--- src/rtl/fetch_pkg.sv ---
// Shared types and constants for the instruction-fetch stage.
package fetch_pkg;

    typedef logic [31:0] word_t;

    typedef enum logic [0:0] {
        ST_REQ  = 1'b0,
        ST_HOLD = 1'b1
    } fetch_state_e;

    localparam word_t NOP_INSTR_DEF = 32'h0000_0000;
    localparam word_t RESET_PC_DEF  = 32'h0000_0000;

    function automatic word_t pc_inc(input word_t pc);
        return pc + 32'd4;
    endfunction

endpackage

--- src/rtl/fetch_stage_if_id_reg.sv ---
// IF/ID pipeline register: flush beats load beats hold; resets to a bubble.
module if_id_reg
    import fetch_pkg::*;
#(
    parameter word_t NOP_INSTR = NOP_INSTR_DEF
) (
    input  logic  clk,
    input  logic  reset,
    input  logic  flush,
    input  logic  load,
    input  word_t instr_in,
    input  word_t pc_plus4_in,
    output word_t instr,
    output word_t pc_plus4,
    output logic  valid
);

    word_t instr_q, instr_d;
    word_t pc_plus4_q, pc_plus4_d;
    logic  valid_q, valid_d;

    always_comb begin
        instr_d    = instr_q;
        pc_plus4_d = pc_plus4_q;
        valid_d    = valid_q;
        if (flush) begin
            instr_d    = NOP_INSTR;
            pc_plus4_d = 32'h0;
            valid_d    = 1'b0;
        end else if (load) begin
            instr_d    = instr_in;
            pc_plus4_d = pc_plus4_in;
            valid_d    = 1'b1;
        end
    end

    always_ff @(posedge clk) begin
        if (reset) begin
            instr_q    <= NOP_INSTR;
            pc_plus4_q <= 32'h0;
            valid_q    <= 1'b0;
        end else begin
            instr_q    <= instr_d;
            pc_plus4_q <= pc_plus4_d;
            valid_q    <= valid_d;
        end
    end

    assign instr    = instr_q;
    assign pc_plus4 = pc_plus4_q;
    assign valid    = valid_q;

endmodule

--- src/rtl/fetch_stage.sv ---
// Instruction fetch: owns the PC, drives a variable-latency imem, feeds IF/ID.
// A response that cannot be accepted parks in hold_buf; redirects during a miss wait for ready.
module fetch_stage
    import fetch_pkg::*;
#(
    parameter word_t RESET_PC  = RESET_PC_DEF,
    parameter word_t NOP_INSTR = NOP_INSTR_DEF
) (
    input  logic        clk,
    input  logic        reset,
    input  logic        pc_write,
    input  logic        if_id_write,
    input  logic        branch_taken,
    input  logic [31:0] branch_target,
    input  logic        jump,
    input  logic [31:0] jump_target,
    output logic        imem_req,
    output logic [31:0] imem_addr,
    input  logic        imem_ready,
    input  logic [31:0] imem_rdata,
    output logic [31:0] if_id_instr,
    output logic [31:0] if_id_pc_plus4,
    output logic        if_id_valid,
    output logic [31:0] pc_out
);

    word_t        pc_q, pc_d;
    fetch_state_e state_q, state_d;
    logic         redir_pending_q, redir_pending_d;
    word_t        redir_pc_q, redir_pc_d;
    word_t        hold_buf_q, hold_buf_d;

    logic  accept, redirect;
    word_t target, pc_plus4;
    logic  ifid_load, ifid_flush;
    word_t ld_instr;

    assign accept   = pc_write & if_id_write;
    assign redirect = branch_taken | jump;
    assign target   = branch_taken ? branch_target : jump_target;
    assign pc_plus4 = pc_inc(pc_q);

    always_comb begin
        pc_d            = pc_q;
        state_d         = state_q;
        redir_pending_d = redir_pending_q;
        redir_pc_d      = redir_pc_q;
        hold_buf_d      = hold_buf_q;
        ifid_load       = 1'b0;
        ifid_flush      = 1'b0;
        ld_instr        = (state_q == ST_HOLD) ? hold_buf_q : imem_rdata;

        case (state_q)
            ST_REQ: begin
                if (imem_ready) begin
                    if (redirect || redir_pending_q) begin
                        // Stale response for the pre-redirect address is dropped.
                        pc_d            = redirect ? target : redir_pc_q;
                        redir_pending_d = 1'b0;
                        ifid_flush      = if_id_write;
                    end else if (accept) begin
                        ifid_load = 1'b1;
                        pc_d      = pc_plus4;
                    end else begin
                        hold_buf_d = imem_rdata;
                        state_d    = ST_HOLD;
                    end
                end else if (redirect) begin
                    redir_pc_d      = target;
                    redir_pending_d = 1'b1;
                end else begin
                    ifid_flush = if_id_write;
                end
            end
            ST_HOLD: begin
                if (redirect) begin
                    pc_d    = target;
                    state_d = ST_REQ;
                end else if (accept) begin
                    ifid_load = 1'b1;
                    pc_d      = pc_plus4;
                    state_d   = ST_REQ;
                end
            end
            default: state_d = ST_REQ;
        endcase

        if (redirect) begin
            ifid_flush = 1'b1;
            ifid_load  = 1'b0;
        end
    end

    always_ff @(posedge clk) begin
        if (reset) begin
            pc_q            <= RESET_PC;
            state_q         <= ST_REQ;
            redir_pending_q <= 1'b0;
            redir_pc_q      <= RESET_PC;
            hold_buf_q      <= NOP_INSTR;
        end else begin
            pc_q            <= pc_d;
            state_q         <= state_d;
            redir_pending_q <= redir_pending_d;
            redir_pc_q      <= redir_pc_d;
            hold_buf_q      <= hold_buf_d;
        end
    end

    if_id_reg #(.NOP_INSTR(NOP_INSTR)) u_if_id (
        .clk         (clk),
        .reset       (reset),
        .flush       (ifid_flush),
        .load        (ifid_load),
        .instr_in    (ld_instr),
        .pc_plus4_in (pc_plus4),
        .instr       (if_id_instr),
        .pc_plus4    (if_id_pc_plus4),
        .valid       (if_id_valid)
    );

    assign imem_req  = (state_q == ST_REQ);
    assign imem_addr = pc_q;
    assign pc_out    = pc_q;

endmodule
--- config.mk ---
export PLATFORM = sky130hd
export DESIGN_NAME = fetch_stage
export DESIGN_NICKNAME = d
export VERILOG_FILES = /design/src/rtl/fetch_pkg.sv /design/src/rtl/fetch_stage_if_id_reg.sv /design/src/rtl/fetch_stage.sv
export SDC_FILE = /design/constraint.sdc
export NUM_CORES = 1
export LEC_CHECK = 0
export CELL_PAD_IN_SITES_DETAIL_PLACEMENT = 1
export CELL_PAD_IN_SITES_GLOBAL_PLACEMENT = 1
export CORE_MARGIN = 2
export CORE_UTILIZATION = 32
export CTS_CLUSTER_SIZE = 14
export DETAILED_ROUTE_END_ITERATION = 16
export MAX_ROUTING_LAYER = met4
export PLACE_DENSITY = 0.84
export SYNTH_ARGS = -nofsm -noshare
export SYNTH_HDL_FRONTEND = slang
export SYNTH_SLANG_ARGS = --single-unit
--- constraint.sdc ---
create_clock -name clk -period 1.9 [get_ports clk]
set_clock_uncertainty 0.2 [all_clocks]
set_input_delay 0.38 -clock clk [delete_from_list [all_inputs] [get_ports clk]]
set_output_delay 0.38 -clock clk [all_outputs]
set_load 0.02 [all_outputs]
Yosys cells after proc, flatten, opt, wreduce, memory -nomap -nowiden
Index checks and enable logic that the tools add are counted. W data, S select, Z words.

Output and inout bits: 130. Flip-flop bits (word level): 163. Input port bits: 103.

Add/subtract/negate cells: 1. Mux-type cells: 25. Reductions and logical operators: 6. Eq/ne operators: 2. Bitwise operators: 6.

Operators by type and width (count): $mux W32 (7); $pmux W32 S2 (1); $add A32 B3 Y32 const B (1); $mux W1 (15); $ne A2 B1 Y1 const B (2); $not A1 Y1 (4); $pmux W1 S2 (2); $reduce_and A4 Y1 (1); $reduce_and A3 Y1 (1); $reduce_and A2 Y1 (1); $reduce_bool A2 Y1 (1); $reduce_or A2 Y1 (1); $and A1 B1 Y1 (1); $logic_or A1 B1 Y1 (1); $or A1 B1 Y1 (1).

Depth between registers and ports, before layout
Gate-level depths: netlist (run 1).

Word-level depth: 7. Depth in mapped cells: 8. Gate-level depth less buffers: 6.

Cells and area by module
A second synthesis (run 1) with hierarchy kept.

Cells, all modules: 1047. Area, all modules: 8640.8 sq um.

By module, submodules not included: fetch_stage (area each 6301.0 sq um, cells each 837, seq. area each 1961.9 sq um, times used 1); if_id_reg (area each 2339.7 sq um, cells each 210, seq. area each 1301.2 sq um, times used 1).

Worst setup path after synthesis (run 1)
OpenSTA, ideal clock, no wires.

Path type: register -> register. Start: reg pc_q[2] (netlist: imem_addr[2]). End: reg pc_q[30] (netlist: imem_addr[30]). Arrival time: 2.007 ns. Slack: -0.381 ns. Required time: 1.626 ns. Path buffers: 0. Cell stages (with the launch flop): 7. Path through: dfxtp_1 ha_1 nand3_4 nor4_4 nand4b_1 or3_1 a31oi_1.

Word-level cells in the longest chain between the ends: 5. Elaborated cells on any way between the ends: 6. Those cells by class: 1 x add/sub; 5 x mux.

Ends and longest elaborated chain: start: declaration (RTL line fetch_stage.sv:27) `word_t pc_q, pc_d;`; start signal: assignment (RTL line fetch_stage.sv:102) `pc_q <= pc_d;`; $add A32 B3 Y32 * (RTL line fetch_pkg.sv:15) `return pc + 32'd4;`; $mux W32 * (RTL line fetch_stage.sv:61, fetch_stage.sv:79); $mux W32 (RTL line fetch_stage.sv:56) `if (redirect || redir_pending_q) begin`; $mux W32 (RTL line fetch_stage.sv:55) `if (imem_ready) begin`; $pmux W32 S2 * (RTL line fetch_stage.sv:53) `case (state_q)`.

Every way passes the cells marked *; elsewhere a longest branch is shown, timed or not. The select of a mux whose other input is x is not followed. A chain may end at the register's enable or synchronous reset.

Final worst setup path (run 1)
Start: reg pc_q[2] (netlist: imem_addr[2]). End: reg pc_q[10] (netlist: imem_addr[10]).

Same word-level chain as after synthesis.

==> results of run 1 <==
-- placed cells by master, fill, tap and decap left out, types with 23 or more instances in the layout --
cell	count
buf_4	181
dfxtp_1	136
nor2_1	120
nand2_1	117
clkdlybuf4s50_1	96
dlygate4sd2_1	81
a21oi_1	72
a211oi_1	69
mux2i_1	36
o21ai_0	33
xor2_1	27
buf_6	23
-- kinds of logic (layout without fill, tap and decap cells) --
kind of cell / after synthesis / in the layout
buf+inv: 126 / 490
flops: 163 / 163
mux: 37 / 37
simple gates: 372 / 372
compound gates: 298 / 298
fa+ha+maj: 1 / 1
xor+xnor: 34 / 34
-- flip-flops by register name, summed over array words and instances, names as in the netlist --
register / count
u_if_id.instr: 32
hold_buf_q: 32
redir_pending_q: 1
u_if_id.pc_plus4: 32
u_if_id.valid: 1
redir_pc_q: 32
imem_addr: 32
state_q: 1
-- final timing paths --
kind | start | end | slack (ns) | cells past startpoint
hold / removal | hold_buf_q[1] | hold_buf_q[1] | 0.26 | 2
setup / recovery | imem_addr[2] | imem_addr[10] | -0.26 | 9
setup reg to reg | imem_addr[2] | imem_addr[10] | -0.26 | 9
hold reg to reg | hold_buf_q[1] | hold_buf_q[1] | 0.26 | 2
-- where the power goes --
| group | switching [mW] | total, mW | internal [mW] |
|---|---|---|---|
| sequential | 0.120 | 3.66 | 3.54 |
| clock | 1.67 | 3.50 | 1.84 |
| combinational | 0.978 | 1.80 | 0.820 |
| total | 2.76 | 8.96 | 6.20 |
-- layer usage --
| metal | vias up | routed length [µm] | share of wire (%) | GRT usage (%) |
|---|---|---|---|---|
| li1 | 4389 | - | - | - |
| met1 | 4949 | 16400 | 40 | 35.0 |
| met2 | 453 | 19800 | 49 | 44.7 |
| met3 | 123 | 2700 | 6.6 | 4.75 |
| met4 | 0 | 1820 | 4.5 | 11.2 |
| met5 | - | 0 | 0 | - |
-- cell usage after synthesis (all sizes together) (3+ instances only) --
library cell,count
and4,6
xor2,27
o22ai,14
nor3b,6
o211ai,4
or4,3
and2,3
and3,4
nand3,22
nand2b,22
a32o,3
or3,7
buf,74
dfxtp,163
a31oi,13
o311ai,3
o32a,4
nand4,17
a22o,13
nor3,12
nand2,125
nor2b,5
a311oi,6
a211oi,76
a221oi,7
nor2,128
mux2i,37
o21ai,45
a21oi,75
a22oi,16
a2bb2oi,4
nor4,5
or2,4
clkbuf,46
inv,6
xnor2,7
-- repair_timing --
action,4_1_cts,5_1_grt
cloned,4,2
buffers inserted,18,36
resized for setup,244,106
pin swaps,35,43
endpoints found under the hold margin,0,0
setup endpoints to repair,271,141
-- through the flow --
step / instances / util, % / area, µm² / power (mW) / TNS, ns
after CTS: 1695 / 49.7 / 12800 / 8.79 / -0.630
after floorplan: 1031 / - / 8450 / 4.51 / -0.110
after global placement: 1641 / 46.1 / 11900 / 5.34 / -73.33
after detailed placement: 1641 / 46.1 / 11900 / 5.39 / -82.19
after global routing: 1730 / 51.4 / 13300 / 9.21 / -8.79
final: 1730 / 51.4 / 13300 / 8.96 / -5.36
-- area by class of cell --
class                   instances  area share, %
clock buffers                  17           3.20
inverters                       6          0.198
well taps                     335           3.15
repair buffers                452           31.1
multi-input cells             742           36.3
flip-flops and latches        163           25.0
clock inverters                15           1.08
-- worst register-to-register path: cells and delay by family, from the launching register on --
family          cells  cell delay, ns
flops               1            0.37
fa+ha+maj           1            0.15
compound gates      2            0.48
buf+inv             3            0.45
simple gates        3            0.43
==> impl_summary.md, run 1 <==
Power and ir drop
The worst ir drop on vdd is 0.480 mV. The total power per unit cell area is 674 nW/µm². The analysis attributes to cell leakage a power of 5.33 nW.

Clocking
The root buffer cell chosen for the clock tree is clkbuf_16. The clock latency on the worst-skew pair is 0.45 ns. Clock-pin slew was measured on the worst setup and hold paths at 0.07 ns. The number of CTS-inserted buffers is 17. The maximum root-to-sink buffer count is 2.

The clock sink total is 163. After clock tree synthesis, the flow added hold-fix buffers numbering 0. TritonCTS built the clock tree.

The number of H-tree levels is 4.

Die
In this run the count of I/O pins placed on the die edge is 233. The floorplan step defined a die boundary enclosing 27,400 µm². The core region is 25,800 µm².

The starting density of the core is 32.3%. The initialized floorplan defines 59 standard-cell rows. The die is 165 µm wide.

The height of the die is 165 µm.

Place
The placed wire-length estimate is 25,900 µm. Routability-driven placement finished with a final weighted congestion of 0.890. The post-place setup slack is -0.716 ns. During placement, the flow inserted port buffers numbering 232.

Route
After detailed routing, the number of remaining DRC violations is 0. The wire length per cell is 23.6 µm. Summed over all layers, the routed wires come to 40,800 µm.

For this run, the detailed router's first-pass iteration total came to 6. The routed layout has 9,914 vias. The post-detailed-route count of antenna-violating nets is 0. The count of routing violations after the opening detailed-route iteration is 844. Using the TritonRoute via totals, the vias-per-cell ratio works out to 5.73.

Yosys
The synthesized-area fraction occupied by adder cells is 0.150%. In this run, synthesis produced a sequential element count of 163. The parity-gate share of the synthesized area counting xor and xnor cells is 3.57%. For this run, asynchronously set or reset flops after synthesis account for 0%. In this run the cell area of the synthesized design comes to 8350 µm². For this run, the leading register cell type out of synthesis is dfxtp_1. Synthesis produced a netlist whose cell count is 1,031. The total number of yosys warnings is 0. The register area share after synthesis is 39.1%. Summing the areas of all compound-gate instances in the mapped netlist gives 23.7% of the synthesized area.

After synthesis, the largest family of logic cells by area is compound AO/OA/AOI/OAI gates. The mean area per synthesized cell is 8.09 µm². The number of enable-type register cells in the synthesized netlist is 0. By area the synthesized netlist is led by dfxtp_1 39%, a211oi_1 6.8%, nor2_1 5.7%, nand2_1 5.6%, a21oi_1 4.4%. The synthesized design spends more area on one cell type than any other, namely dfxtp_1. The net count after synthesis is 1,135. The portion of synthesized area spent on multiplexers is 4.44%. In this run the biggest area consumer among cell types represents 39.1% of the synthesized area.

The number of distinct library cells after synthesis is 65. The synthesized netlist devotes 21.2% of its cell area to simple gates.

Worst setup path
In this run the worst path has a maximum fanout of 3. The critical setup path kind is flip-flop to flip-flop. The cell that appears most often on the critical path is buf_4. The type of element launching the critical path is a flip-flop. The required time of the worst setup path is 2.06 ns. The arrival time at the worst endpoint is 2.32 ns. The critical path goes through ha_4 > nand3_4 > buf_4 > buf_4 > nor2_2 > buf_6 > nand3_1 > o32a_1 > a21oi_1. Grouping stages by cell kind, the critical path spends the most delay in compound AO/OA/AOI/OAI gates. The cell with the largest stage delay on the worst path is dfxtp_4. The delay contributed by the slowest stage of the critical path is 0.37 ns. The total buffers and inverters traversed by the critical path is 3. The worst setup path is captured at a flip-flop.

STA
The final setup violation count is 48. The final critical delay including setup and external delays is 2.16 ns. The final number of max-transition violations is 0. Across all setup checks in the final design, the least slack found is -0.257 ns.

The top achievable clock speed is 0.464 GHz. The share of the cycle needed by the critical path after routing is 114%. Final hold analysis gives a worst-case slack of 0.257 ns. Setup repair after global routing could not meet its margin everywhere. The count of endpoints failing hold in the final timing report is 0. The slew at the pin with the worst max-slew slack is 0.558 ns.

Headroom to the max-slew limit came out at 62.8%.

Layout
The proportion of layout cells with a drive suffix above 1 is 27.8%. The fill cell instance count of the final layout is 3,014. The area growth from synthesis to layout is 59.2%. The footprint of the multi-input gates is 4820 µm².

The total area of sequential cells is 3320 µm². The count of antenna diodes in the layout is 0. At the end of the flow, the number of nets in the layout was 1,486.

Flow run
The tool flagged a number of max-cap violations equal to 0.

Run status
The run finished, with violations left. The checks that failed: setup timing.

Global routing
The number of global-route vias before repair is 9,742. After global routing the overflow that remains totals 0. The number of antenna violations at the first check in global routing is 0.

The pin count of the biggest net entering global routing is 56. The first global-routing pass estimated 56,600 µm of wire. The global-route total usage across every layer is 27.9%.

Hold path
The min-delay analysis places its worst path in the category flip-flop to flip-flop.
Note: power is estimated with default switching activity, not from simulation.
==> inputs of run 2 (changes only) <==
- SKIP_LAST_GASP: not set -> 1
==> run 2 against run 1 <==
Effect of this change:
- the run still ends with setup timing left
- via count down 0.98%
- utilization rose by 0.27 points
- non-clock buffer count is the same
- register-to-register slack got worse by 0.02 ns
- clock power about the same
- flip-flop and latch count did not move
==> impl_summary.md, run 2 (synthesis gave the netlist of run 1 again) <==
Route
The final wirelength is 40,200 µm. After detailed routing, the number of remaining DRC violations is 0. The wire length per cell is 23.2 µm. The average vias per placed instance is 5.67.

The count of nets left with antenna violations once routing finished came out at 0. Summing over every cut layer, the via total after detailed routing is 9,817. The first detailed-routing pass took 5 iterations. In this run, the number of DRC markers left after iteration 0 of detailed routing was 773.

Place
Summed over all nets, the half-perimeter wirelength after detailed placement is 25,900 µm. The last weighted congestion value of the routability-driven placer is 0.890. Summing all placed instances gives a cell area of 11,900 µm². During placement, the flow inserted port buffers numbering 232. In this run, placement finished with an instance count of 1,641.

Prior to clock tree synthesis, the placed netlist has a worst setup slack of -0.716 ns.

Layout
The area growth from synthesis to final layout is 60.1%. The post-route netlist has 28.0% of its cells at a drive strength greater than 1. After routing the design area is 13,400 µm². The footprint of the multi-input gates is 4880 µm². The most frequent standard cell in the layout excluding fill and tap cells is buf_4. The final layout contains 1,486 nets. Excluding fillers, the count of instances in the completed layout stands at 1,731.

The fill cell instance count of the final layout is 2,999. The top cell types in the final layout, fill and taps aside, are 178 x buf_4, 136 x dfxtp_1, 120 x nor2_1. Across the whole layout, storage elements account for 3310 µm². The post-layout utilization of the core is 51.7%.

Worst setup path
The required time of the worst setup path is 2.06 ns. The reg-to-reg critical path startpoint is imem_addr[2]. The type of element launching the critical path is a flip-flop.

Counting buffers and inverters, the worst setup path is 7 cells deep. Traced cell by cell, the critical path runs through ha_4 > nand3_4 > nor4_4 > buf_4 > nand4b_1 > or3_1 > a31oi_1. On the worst path, the slowest cell contributes a delay of 0.41 ns. For the worst flop-to-flop path, the logic depth is 7.

Setup slack on the worst reg-to-reg path comes out at -0.27 ns. STA puts the critical path data arrival time at 2.33 ns. The largest fanout of any net on the critical path is 3.

The cell with the largest stage delay on the worst path is or3_1. The category of the worst setup path capture point is a flip-flop. The critical setup path kind is flip-flop to flip-flop. On the critical path the largest part of the delay comes from simple AND/OR/NAND/NOR gates. The total buffers and inverters traversed by the critical path is 1. The capture point of the worst reg-to-reg path is imem_addr[30].

STA
Setup repair after global routing could not meet its margin everywhere. The final setup violation count is 50. The post-layout worst setup margin is -0.274 ns. The final number of max-transition violations is 0. The slew at the pin with the worst max-slew slack is 0.534 ns. Of the available clock period, the critical path in the final layout requires 114%. The relative slew slack is 64.4%.

Subtracting the final worst setup slack from the clock period gives 2.17 ns. The total negative slack for setup checks is -5.40 ns. The post-route worst hold slack is 0.258 ns. Static timing analysis puts the maximum clock frequency at 0.460 GHz. The count of endpoints failing hold in the final timing report came to 0.

Clocking
The tree is rooted in a clkbuf_16. TritonCTS built the clock tree. The number of H-tree levels is 4. After clock tree synthesis, the clock-pin slew on the worst setup and hold paths is 0.07 ns. In this run, post-CTS hold repair placed 0 buffers. The clock sink total is 163. The later pin in the worst-skew pair is clocked with a latency of 0.44 ns. Buffers inserted during clock tree synthesis total 17. The maximum root-to-sink buffer count is 2.

Hold path
The classification of the worst-slack hold path is flip-flop to flip-flop. The endpoint of the worst hold path is u_if_id.pc_plus4[0]. The worst hold path was traced through 2 stages. The start point of the worst min-delay path is u_if_id.pc_plus4[0].

Power and ir drop
The total design power is 8.91 mW. Dividing total power by cell area gives a power density of 667 nW/µm². Across the VDD grid, the largest voltage drop is 0.475 mV.

The static leakage is 5.39 nW.

Run status
The flow ran to the end, but the final reports show violations. The final reports fail on setup timing.

Global routing
The number of global-route vias before repair came to 9,710. The aggregate global routing overflow is 0. The number of antenna violations at the first check in global routing was 1.

Entering global routing, the biggest net connects 56 pins. For this run, the total global-route usage over all layers was measured as 27.5%. The first-pass GRT wire length is 56,000 µm.

Die
The floorplan die area is 27,400 µm². From left edge to right edge, the die measures 165 µm. The count of pins on the block boundary is 233. The die is 165 µm tall. The initial utilization of the core area, before any placement, comes to 32.3%. The core region is 25,800 µm². Row generation in the floorplan step produced 59 rows.

Flow run
The number of max-capacitance violations reported is 0.
-- run 2: power breakdown --
group / switching, mW / leakage, nW / internal, mW
logic: 0.969 / 3.77 / 0.807
clock network: 1.63 / 0.273 / 1.84
registers: 0.121 / 1.34 / 3.54
-- run 2: timing repair --
action / 4_1_cts / 5_1_grt
pin swaps: 33 / 46
cloned: 4 / 2
buffers inserted: 18 / 35
resized for setup: 232 / 105
endpoints found under the setup margin: 271 / 142
-- run 2: layer usage --
layer  global-route usage [%]  part of all wire (%)  vias to the layer above
met1                     34.3                    40                     4839
met3                     4.82                   7.5                      120
met5                        -                     0                        -
met2                     43.9                    48                      477
met4                     11.8                   4.1                        0
li1                         -                     -                     4381
-- run 2: worst max-delay path by stage --
stage                       start                end
finish               imem_addr[2]      imem_addr[30]
global route         imem_addr[2]      imem_addr[17]
CTS                 imem_addr[12]      imem_addr[17]
detailed placement     imem_ready  u_if_id.instr[19]
global placement             jump       imem_addr[7]
floorplan            imem_addr[8]      imem_addr[30]
-- run 2: tightest hold or removal path: cells and delay by family (launching register included) --
family	cells	cell delay, ns
AO/OA/AOI/OAI	1	0.05
flip-flops	1	0.31
AND/OR/NAND/NOR	1	0.05
-- run 2: final cells by class --
| class | instances | area share (%) |
|---|---|---|
| Sequential cell | 163 | 24.8 |
| Clock inverter | 15 | 1.08 |
| Clock buffer | 17 | 3.18 |
| Tap cell | 335 | 3.14 |
| Timing Repair Buffer | 452 | 31.1 |
| Antenna cell | 1 | 0.0187 |
| Multi-Input combinational cell | 742 | 36.5 |
| Inverter | 6 | 0.197 |
==> inputs of run 3 (changes only) <==
- CAP_MARGIN: not set -> 20
- CORE_MARGIN: 2 -> not set
==> run 3 against run 2 <==
Effect of this change:
- the run still ends with setup timing left
- global-route usage up 1.1 points
- clock power rose by 5%
- utilization increased by 0.52 points
- clock-buffer cell count increased by 2
- critical path depth shrank 1
- setup slack got worse by 0.043 ns
- flip-flop and latch count unchanged
- worst hold slack got worse by 0.0022 ns
- combinational power hardly changed
- largest cell class unchanged
==> impl_summary.md, run 3 (synthesis gave the netlist of run 1 again) <==
Run status
The run finished, with violations left. The checks that failed: setup timing.

STA
The post-layout worst setup margin is -0.317 ns. The count of endpoints failing hold in the final timing report is 0. The final critical delay including setup and external delays is 2.22 ns. Setup total negative slack on the finished layout was measured at -6.24 ns. Setup violations remaining at the end of the flow were counted as 52. The share of the cycle needed by the critical path after routing is 117%.

The final number of max-transition violations is 0. The relative slew slack is 65.7%. The post-route worst hold slack is 0.255 ns.

Setup repair after global routing could not meet its margin everywhere. The top achievable clock speed is 0.451 GHz. The slew at the pin with the worst max-slew slack is 0.515 ns.

Clocking
The clock drives 163 sinks. No sink is reached through more buffers than the 2 on the longest clock path. The post-CTS clock slew at the launch and capture registers of the worst setup and hold paths is 0.07 ns.

The cell sitting at the root of the clock tree is a clkbuf_16. The number of CTS-inserted buffers is 17. In this run the number of H-tree levels came out at 4. The clock tree from TritonCTS is built. The clock latency on the worst-skew pair is 0.44 ns. The number of buffers inserted for hold repair after clock tree synthesis is 0.

Global routing
The number of global-route vias before repair is 9,983. The first global-routing pass estimated 57,200 µm of wire. The aggregate global routing overflow is 0. Entering global routing, the biggest net connects 64 pins. The number of antenna violations at the first check in global routing was 2. The global-route total usage across every layer is 28.6%.

Power and ir drop
In this run the static leakage power is 5.30 nW. The worst ir drop on vdd is 0.595 mV. In this run the power density over the cells is 688 nW/µm².

Die
The height of the die is 163 µm. The die covers 26,700 µm². The row count is 58. The region available for standard cell placement spans 25,400 µm².

The width of the chip is 163 µm. The starting density of the core is 32.9%. Pin placement for this block handled 233 I/O pins.

Layout
The final cell count without fillers is 1,701. Once layout is complete, the utilization of the core stands at 52.2%. The total area of sequential cells is 3330 µm². With fillers left out, the area of the finished cells amounts to 13,300 µm².

In the final layout, the share of cells above drive strength 1 is 27.8%. The area growth from synthesis to final layout is 59.0%. The net count of the finished layout is 1,460. The layout has 2,959 filler cells. The library cells used most frequently in the layout, excluding fill and tap cells, are 158 x buf_4, 134 x dfxtp_1, 119 x nor2_1. The multi-input combinational cells in the finished layout cover a total of 5020 µm².

The most frequent standard cell in the layout excluding fill and tap cells is buf_4.

Hold path
The classification of the worst-slack hold path is flip-flop to flip-flop.

Route
After detailed routing, the total wire length is 41,100 µm. For this run, design rule violations remaining after detail routing come to 0. The average vias per placed instance is 5.80. The count of routing violations after the opening detailed-route iteration is 724. The wire length per cell is 24.2 µm. The via count is 9,860. The first TritonRoute pass finished after 6 iterations. Once detail routing completed, the nets flagged for antenna violations numbered 0.

Place
The count of buffers added on input and output ports is 232. The last weighted congestion value of the routability-driven placer is 0.940. Counting tap cells, the placed design contains a total of 1,628 instances.

The placed wire-length estimate is 25,400 µm. The placed instances occupy a cell area of 11,900 µm².

Worst setup path
The largest fanout of any net on the critical path is 4. For the worst setup path, the data arrival time is 2.38 ns. The type of element launching the critical path is a flip-flop. The category of the worst setup path capture point is a flip-flop. The critical path is of the flip-flop to flip-flop type. At the worst endpoint, the required time is 2.06 ns.

Flow run
The tool flagged a number of max-cap violations equal to 0.
## run 3: cell types whose count changed in the layout (fill, tap and decap cells not counted), moves of 4 or more
cell,previous run,this run
dfxtp_2,20,16
o21ai_0,36,32
o21ai_1,5,9
buf_4,178,158
dfxtp_4,7,13
a31oi_1,12,8
## run 3: power breakdown
group	switching, mW	total [mW]	leakage (nW)	internal [mW]
clock network	1.60	3.65	0.298	2.05
registers	0.140	3.68	1.34	3.54
logic	0.998	1.80	3.66	0.804
## run 3: worst paths after layout
check / start / endpoint / slack, ns / cells after the start
max: imem_addr[12] / imem_addr[30] / -0.32 / 6
min reg2reg: hold_buf_q[28] / hold_buf_q[28] / 0.26 / 2
max reg2reg: imem_addr[12] / imem_addr[30] / -0.32 / 6
min: hold_buf_q[28] / hold_buf_q[28] / 0.26 / 2
## run 3: routing by layer
layer  part of all wire, %  vias up  global-route usage, %
met5                     0        -                      -
met4                   5.7        0                   14.1
met3                   7.3      194                   5.66
met2                    48      545                   46.9
met1                    39     4783                   33.3
li1                      -     4338                      -
## run 3: through the flow
step | worst slack, ns | power (mW)
finish | -0.317 | 9.13
global route | -0.311 | 9.40
CTS | -0.243 | 8.96
detailed placement | -0.801 | 5.38
global placement | -0.849 | 5.32
floorplan | -0.0606 | 4.51
## run 3: repair_timing
action | 4_1_cts | 5_1_grt
pin swaps | 24 | 55
resized for setup | 224 | 140
cloned | 1 | 2
setup endpoints to repair | 266 | 131
setup buffers | 16 | 23
## run 3: critical path: stages (launching register included)
cell,delay [ns]
dfxtp_4,0.38
clkinvlp_4,0.18
buf_6,0.17
nor4_4,0.36
nand4b_1,0.26
or3_4,0.45
a31oi_1,0.13
## run 3: layout make-up
class	instances	area share, %
multi-input cells	742	37.8
repair buffers	426	29.1
flip-flops and latches	163	25.1
clock buffers	19	3.41
well taps	330	3.11
clock inverters	13	1.19
inverters	6	0.198
diodes	2	0.0377
